### src/rtl/dmu_sii_tx.sv
// dmu_sii_tx: DMU-side transmitter for the DMU->SII inbound request interface.
// Requests are registered in IDLE, their payload is collected into a 4-entry
// buffer in LOAD, and a write waits in WAITC for a write credit. The packet
// then goes out as one header cycle (HDR) and its payload beats (PAY). Every
// SII-facing output, including parity, is a register.
module dmu_sii_tx #(
  parameter int WR_CREDITS = 16
) (
  input  logic         iol2clk,
  input  logic         rst,
  input  logic         req_vld,
  output logic         req_rdy,
  input  logic [1:0]   req_type,
  input  logic         req_bypass,
  input  logic [15:0]  req_tag,
  input  logic [39:0]  req_pa,
  input  logic [15:0]  req_be,
  input  logic         pl_vld,
  output logic         pl_rdy,
  input  logic [127:0] pl_data,
  output logic         dmu_sii_hdr_vld,
  output logic         dmu_sii_reqbypass,
  output logic         dmu_sii_datareq,
  output logic         dmu_sii_datareq16,
  output logic [127:0] dmu_sii_data,
  output logic [7:0]   dmu_sii_parity,
  output logic [15:0]  dmu_sii_be,
  input  logic         sii_dmu_wrack_vld,
  input  logic [3:0]   sii_dmu_wrack_tag,
  output logic [4:0]   credit_cnt,
  output logic         credit_ovf
);

  localparam logic [1:0] TYPE_RD    = 2'b00;
  localparam logic [1:0] TYPE_WR    = 2'b01;
  localparam logic [1:0] TYPE_MONDO = 2'b10;
  localparam logic [1:0] TYPE_PIO   = 2'b11;
  localparam logic [4:0] CREDIT_MAX = 5'(WR_CREDITS);

  typedef enum logic [2:0] {
    S_IDLE  = 3'd0,
    S_LOAD  = 3'd1,
    S_WAITC = 3'd2,
    S_HDR   = 3'd3,
    S_PAY   = 3'd4
  } state_t;

  state_t         state_reg;
  state_t         state_next;
  logic [1:0]     type_reg;
  logic           bypass_reg;
  logic [15:0]    tag_reg;
  logic [39:0]    pa_reg;
  logic [15:0]    be_reg;
  logic [127:0]   pl_buf [4];
  logic [1:0]     beat_reg;
  logic [4:0]     credit_reg;
  logic           ovf_reg;

  logic           req_rdy_reg;
  logic           pl_rdy_reg;
  logic           hdr_vld_reg;
  logic           reqbypass_reg;
  logic           datareq_reg;
  logic           datareq16_reg;
  logic [127:0]   data_reg;
  logic [127:0]   data_next;
  logic [7:0]     parity_reg;
  logic [15:0]    be_out_reg;

  logic           accept;
  logic           beat_acc;
  logic           is_wr;
  logic           is_rd;
  logic [1:0]     last_idx;
  logic [1:0]     beat_inc;
  logic           load_done;
  logic           last_beat;
  logic           credit_inc;
  logic           credit_dec;

  // The returned credit tag carries no information the counter needs.
  logic           unused_wrack_tag;
  assign unused_wrack_tag = ^sii_dmu_wrack_tag;

  assign accept     = (state_reg == S_IDLE) && req_vld && req_rdy_reg;
  assign beat_acc   = (state_reg == S_LOAD) && pl_vld && pl_rdy_reg;
  assign is_wr      = (type_reg == TYPE_WR);
  assign is_rd      = (type_reg == TYPE_RD);
  assign last_idx   = is_wr ? 2'd3 : 2'd0;
  assign beat_inc   = beat_reg + 2'd1;
  assign load_done  = beat_acc && (beat_reg == last_idx);
  assign last_beat  = (beat_reg == last_idx);
  assign credit_inc = sii_dmu_wrack_vld;
  assign credit_dec = (state_reg == S_HDR) && is_wr;

  // Next-state decode; a write may only leave WAITC with a credit in hand.
  always_comb begin
    state_next = state_reg;
    case (state_reg)
      S_IDLE:  if (accept) state_next = (req_type == TYPE_RD) ? S_WAITC : S_LOAD;
      S_LOAD:  if (load_done) state_next = is_wr ? S_WAITC : S_HDR;
      S_WAITC: if (!(is_wr && (credit_reg == 5'd0))) state_next = S_HDR;
      S_HDR:   state_next = is_rd ? S_IDLE : S_PAY;
      S_PAY:   if (last_beat) state_next = S_IDLE;
      default: state_next = S_IDLE;
    endcase
  end

  // Value the SII data bus takes next: header, next buffered beat, or zero.
  always_comb begin
    data_next = '0;
    if (state_next == S_HDR) begin
      data_next[79:64] = tag_reg;
      data_next[39:0]  = pa_reg;
    end else if (state_next == S_PAY) begin
      data_next = (state_reg == S_HDR) ? pl_buf[2'd0] : pl_buf[beat_inc];
    end
  end

  // FSM, request/payload capture, credit counter and registered outputs.
  always_ff @(posedge iol2clk) begin
    if (rst) begin
      state_reg     <= S_IDLE;
      type_reg      <= TYPE_RD;
      bypass_reg    <= 1'b0;
      tag_reg       <= '0;
      pa_reg        <= '0;
      be_reg        <= '0;
      for (int i = 0; i < 4; i++) pl_buf[i] <= '0;
      beat_reg      <= '0;
      credit_reg    <= CREDIT_MAX;
      ovf_reg       <= 1'b0;
      req_rdy_reg   <= 1'b0;
      pl_rdy_reg    <= 1'b0;
      hdr_vld_reg   <= 1'b0;
      reqbypass_reg <= 1'b0;
      datareq_reg   <= 1'b0;
      datareq16_reg <= 1'b0;
      data_reg      <= '0;
      be_out_reg    <= '0;
    end else begin
      state_reg <= state_next;

      if (accept) begin
        type_reg <= req_type;
        tag_reg  <= req_tag;
        pa_reg   <= req_pa;
        be_reg   <= req_be;
        // Mondo always targets the ordered queue, PIO completions the bypass.
        case (req_type)
          TYPE_MONDO: bypass_reg <= 1'b0;
          TYPE_PIO:   bypass_reg <= 1'b1;
          default:    bypass_reg <= req_bypass;
        endcase
      end

      if (beat_acc) begin
        pl_buf[beat_reg] <= pl_data;
        beat_reg         <= load_done ? 2'd0 : beat_inc;
      end else if (state_reg == S_PAY) begin
        beat_reg <= last_beat ? 2'd0 : beat_inc;
      end

      if (credit_inc && !credit_dec) begin
        if (credit_reg == CREDIT_MAX) ovf_reg <= 1'b1;
        else credit_reg <= credit_reg + 5'd1;
      end else if (!credit_inc && credit_dec) begin
        credit_reg <= credit_reg - 5'd1;
      end

      req_rdy_reg   <= (state_next == S_IDLE);
      pl_rdy_reg    <= (state_next == S_LOAD);
      hdr_vld_reg   <= (state_next == S_HDR);
      reqbypass_reg <= ((state_next == S_HDR) || (state_next == S_PAY)) && bypass_reg;
      datareq_reg   <= (state_next == S_HDR) && !is_rd;
      datareq16_reg <= (state_next == S_HDR) && type_reg[1];
      be_out_reg    <= ((state_next == S_HDR) && is_wr) ? be_reg : 16'h0;
      data_reg      <= data_next;
    end
  end

  // One parity bit per 16-bit lane, registered alongside the data it covers.
  for (genvar gi = 0; gi < 8; gi++) begin : g_parity
    always_ff @(posedge iol2clk) begin
      if (rst) parity_reg[gi] <= 1'b0;
      else     parity_reg[gi] <= ^data_next[16*gi +: 16];
    end
  end

  assign req_rdy           = req_rdy_reg;
  assign pl_rdy            = pl_rdy_reg;
  assign dmu_sii_hdr_vld   = hdr_vld_reg;
  assign dmu_sii_reqbypass = reqbypass_reg;
  assign dmu_sii_datareq   = datareq_reg;
  assign dmu_sii_datareq16 = datareq16_reg;
  assign dmu_sii_data      = data_reg;
  assign dmu_sii_parity    = parity_reg;
  assign dmu_sii_be        = be_out_reg;
  assign credit_cnt        = credit_reg;
  assign credit_ovf        = ovf_reg;

endmodule

### config.mk
export PLATFORM = sky130hd
export DESIGN_NAME = dmu_sii_tx
export DESIGN_NICKNAME = d
export VERILOG_FILES = /design/src/rtl/dmu_sii_tx.sv
export SDC_FILE = /design/constraint.sdc
export NUM_CORES = 1
export LEC_CHECK = 0
export BUFFER_PORTS_ARGS = -buffer_cell sky130_fd_sc_hd__buf_2
export CAP_MARGIN = 5
export CORE_ASPECT_RATIO = 1.2
export CORE_MARGIN = 10
export CORE_UTILIZATION = 29
export DETAILED_ROUTE_END_ITERATION = 7
export PLACE_DENSITY_LB_ADDON = 0.2
export SYNTH_ARGS = -nofsm -noshare
export SYNTH_HDL_FRONTEND = slang
export SYNTH_SLANG_ARGS = --single-unit
### constraint.sdc
create_clock -name iol2clk -period 19.5 [get_ports iol2clk]
set_clock_uncertainty 0.15 [all_clocks]
set_input_delay 0.975 -clock iol2clk [delete_from_list [all_inputs] [get_ports iol2clk]]
set_output_delay 0.975 -clock iol2clk [all_outputs]
set_load 0.02 [all_outputs]
==> results_dict.tcl <==
set metrics [dict create \
    drtIter0Drc 1776 \
    fp-row-count 132 \
    r2r_end "dmu_sii_parity[3]" \
    yosysWarnings 0 \
    finalWirelength_mm 102 \
    slew_headroom 0.203 \
    reg2reg_from "beat_reg[0]" \
    grt_pass1_wl_mm 151 \
    die_width_microns 321 \
    period_share 0.236 \
    synth_fa_ha_area_frac 0.00182 \
    dp.cells 4417 \
    required_ns 19.88 \
    clock-root-buffer "clkbuf_16" \
    postLayoutCoreUtil 0.348 \
    clk_latency_ns 0.68 \
    die_area_sq_mm 0.123 \
    cts_sinks 756 \
    nNetsFinal 3313 \
    path_class "register to register" \
    cts.reportedPaths.clkPinSlew_ns 0.06 \
    h-tree-depth 3 \
    muxShareOfSynthArea 0.0467 \
    synth_top_flop_cell "edfxtp_1" \
    max_freq_mhz 218 \
    place_area_sq_mm 0.0348 \
    antenna_found_initial 7 \
    cp-start-kind "register" \
    overflow 0 \
    cts_setup_buffers 0 \
    hold_violations 0 \
    cts.repair.resized 0 \
    die_h_microns 382 \
    leakagePower_nw 14.9 \
    syn-num-nets 3020 \
    synth_area_per_cell_sq_um 11.3 \
    fillCellCount 10900 \
    rsz0062_at_grt "false" \
    irDropWorstVdd_mv 0.0566 \
    syn_to_final_growth_pct 18.9 \
    finalPower_mw 3.65 \
    holdPathEnd "dmu_sii_be[2]" \
    status "complete, no violations" \
    synth.distinct_cells 59 \
    synthSimpleGateAreaFrac 0.127 \
    grt_pass1_vias 22600 \
    reg2regPathDepth 11 \
    ys_seq_area_frac 0.640 \
    min_period_ns 4.60 \
    holdPathStages 1 \
    arrival_ns 4.98 \
    fin_ws_ns 14.90 \
    largest_register_ff_count 512 \
    synth_top_family_by_area "simple AND/OR/NAND/NOR gates" \
    dp_hpwl_mm 61.6 \
    postCtsHoldBufs 0 \
    pre_cts_ws_ns 14.84 \
    grt_max_degree 173 \
    ant_nets 0 \
    io_buffers 371 \
    vias 22000 \
    syn_inst 2804 \
    route.detailed.drc 0 \
    first_pass_iters 5 \
    clk_path_buf_depth 3 \
    final_cells 4576 \
    worst_setup_path_end_kind "register" \
    hold_class "register to register" \
    crit_path_max_fanout 123 \
    ys_async_sr_fraction 0 \
    via_per_inst 4.81 \
    synth_xor_area_frac 0.0326 \
    holdWs_ns 0.297 \
    drv_slew 0 \
    finalSetupTns_ns 0 \
    synth_compound_area_frac 0.107 \
    core_sq_mm 0.108 \
    ys_ff_latch 756 \
    boundaryPins 376 \
    power.density_mw_per_mm2 97.1 \
    design_area_sq_mm 0.0376 \
    synth-edff-count 512 \
    setup_violations 0 \
    wl_per_cell_microns 22.3 \
    cts_tree "yes" \
    regToRegSetupSlack_ns 14.90 \
    worst_pin_slew_ns 1.20 \
    hp-start "be_reg[2]" \
    grt_use_total 0.162 \
    cap_violations 0 \
    start_util 0.292 \
    drive_gt1_frac 0.219 \
    cts-buffers-inserted 85 \
    routabilityCongestion 0.743 \
    synthesis.area_sq_mm 0.0316 \
]
-- layout by cell type, fill, tap and decap left out, types with 4 or more instances in the layout --
| cell | instances |
|---|---|
| a211oi_1 | 20 |
| a21oi_1 | 145 |
| a2bb2oi_1 | 51 |
| a32oi_1 | 57 |
| and2_1 | 75 |
| buf_2 | 370 |
| buf_4 | 43 |
| clkbuf_1 | 15 |
| clkbuf_16 | 90 |
| clkbuf_8 | 15 |
| clkinv_1 | 7 |
| clkinv_2 | 11 |
| clkinv_4 | 5 |
| dfxtp_1 | 242 |
| edfxtp_1 | 512 |
| inv_1 | 131 |
| mux2_1 | 6 |
| mux2_2 | 119 |
| mux2i_1 | 7 |
| nand2_1 | 291 |
| nand2b_1 | 52 |
| nor2_1 | 501 |
| nor3_1 | 5 |
| o211ai_1 | 17 |
| o21a_1 | 4 |
| o21bai_4 | 4 |
| o22ai_1 | 129 |
| o31ai_1 | 51 |
| or3_1 | 8 |
| xnor2_1 | 103 |
| xor2_1 | 12 |
-- worst max-delay path by stage --
stage                     cells past startpoint                end  slack [ns]        start
after global routing                         11  dmu_sii_parity[3]       14.55  beat_reg[0]
after detailed placement                     11  dmu_sii_parity[3]       14.84  beat_reg[0]
after floorplan                               9       pl_buf[1][0]       11.13  beat_reg[0]
after global placement                       11  dmu_sii_parity[3]       14.84  beat_reg[0]
final                                        11  dmu_sii_parity[3]       14.90  beat_reg[0]
after CTS                                    11  dmu_sii_parity[3]       14.82  beat_reg[0]
-- per-layer routing --
layer,share of wire,vias up,GRT usage
met1,0.46,10900,0.215
met3,0.058,114,0.0322
met4,0.023,2,0.0513
met5,0.00012,-,0
met2,0.46,624,0.263
li1,-,10400,-
-- final cells by class --
type                       instances  area, sq um  share of cell area
antenna                            2         5.00            0.000133
clock buffer                     123         2530              0.0673
clock inverter                    34          283             0.00752
inverter                         132          495              0.0132
multi-input combinational       1707        10100               0.267
sequential                       756        20300               0.539
tap                             1407         1760              0.0468
timing repair buffer             415         2210              0.0589
-- synthesized netlist by cell type, types with 2 or more instances --
cell type,number,area share
a211oi_1,20,0.0047
nor3_1,5,0.00079
a21oi_1,145,0.023
edfxtp_1,512,0.49
mux2_1,6,0.0021
a21o_1,2,0.00047
xnor2_1,103,0.029
nand2_1,293,0.035
o21ai_0,3,0.00047
o211ai_1,17,0.0040
a2bb2oi_1,51,0.014
o31ai_1,51,0.012
a32oi_1,57,0.016
o22ai_1,129,0.026
nor4_1,4,0.00079
mux2i_1,7,0.0022
buf_4,8,0.0019
nor2b_1,3,0.00059
nand3_1,3,0.00047
buf_1,16,0.0019
buf_6,6,0.0021
inv_1,132,0.016
a2bb2oi_2,2,0.00095
o21a_1,4,0.00095
mux2_2,119,0.042
and2_1,75,0.015
clkbuf_1,139,0.016
ha_1,3,0.0012
buf_2,40,0.0063
nand2b_1,54,0.011
nor2_1,502,0.060
xor2_1,12,0.0033
or3_1,8,0.0016
o21bai_1,4,0.00095
nand3b_1,2,0.00047
dfxtp_1,244,0.15
-- where the power goes --
| part | total (mW) | internal [mW] | switching, mW |
|---|---|---|---|
| registers | 1.79 | 1.77 | 0.0261 |
| clock network | 1.61 | 0.933 | 0.678 |
| logic | 0.249 | 0.0890 | 0.160 |
| total | 3.65 | 2.79 | 0.864 |
-- critical path, cell delays in order, from the launching register on --
cell	delay, ns
dfxtp_4	0.78
nand2b_4	0.63
buf_12	0.58
buf_4	0.67
o22ai_1	0.23
and2_1	0.24
a21oi_1	0.11
o211ai_1	0.12
xnor2_1	0.32
xnor2_1	0.21
xnor2_1	0.16
nor2_1	0.05
-- logic make-up after synthesis --
| family | after synthesis |
|---|---|
| simple gates | 958 |
| flops | 756 |
| compound gates | 497 |
| buf+inv | 341 |
| mux | 132 |
| xor+xnor | 116 |
| fa+ha+maj | 4 |
Power figures use the tool's default switching activity.
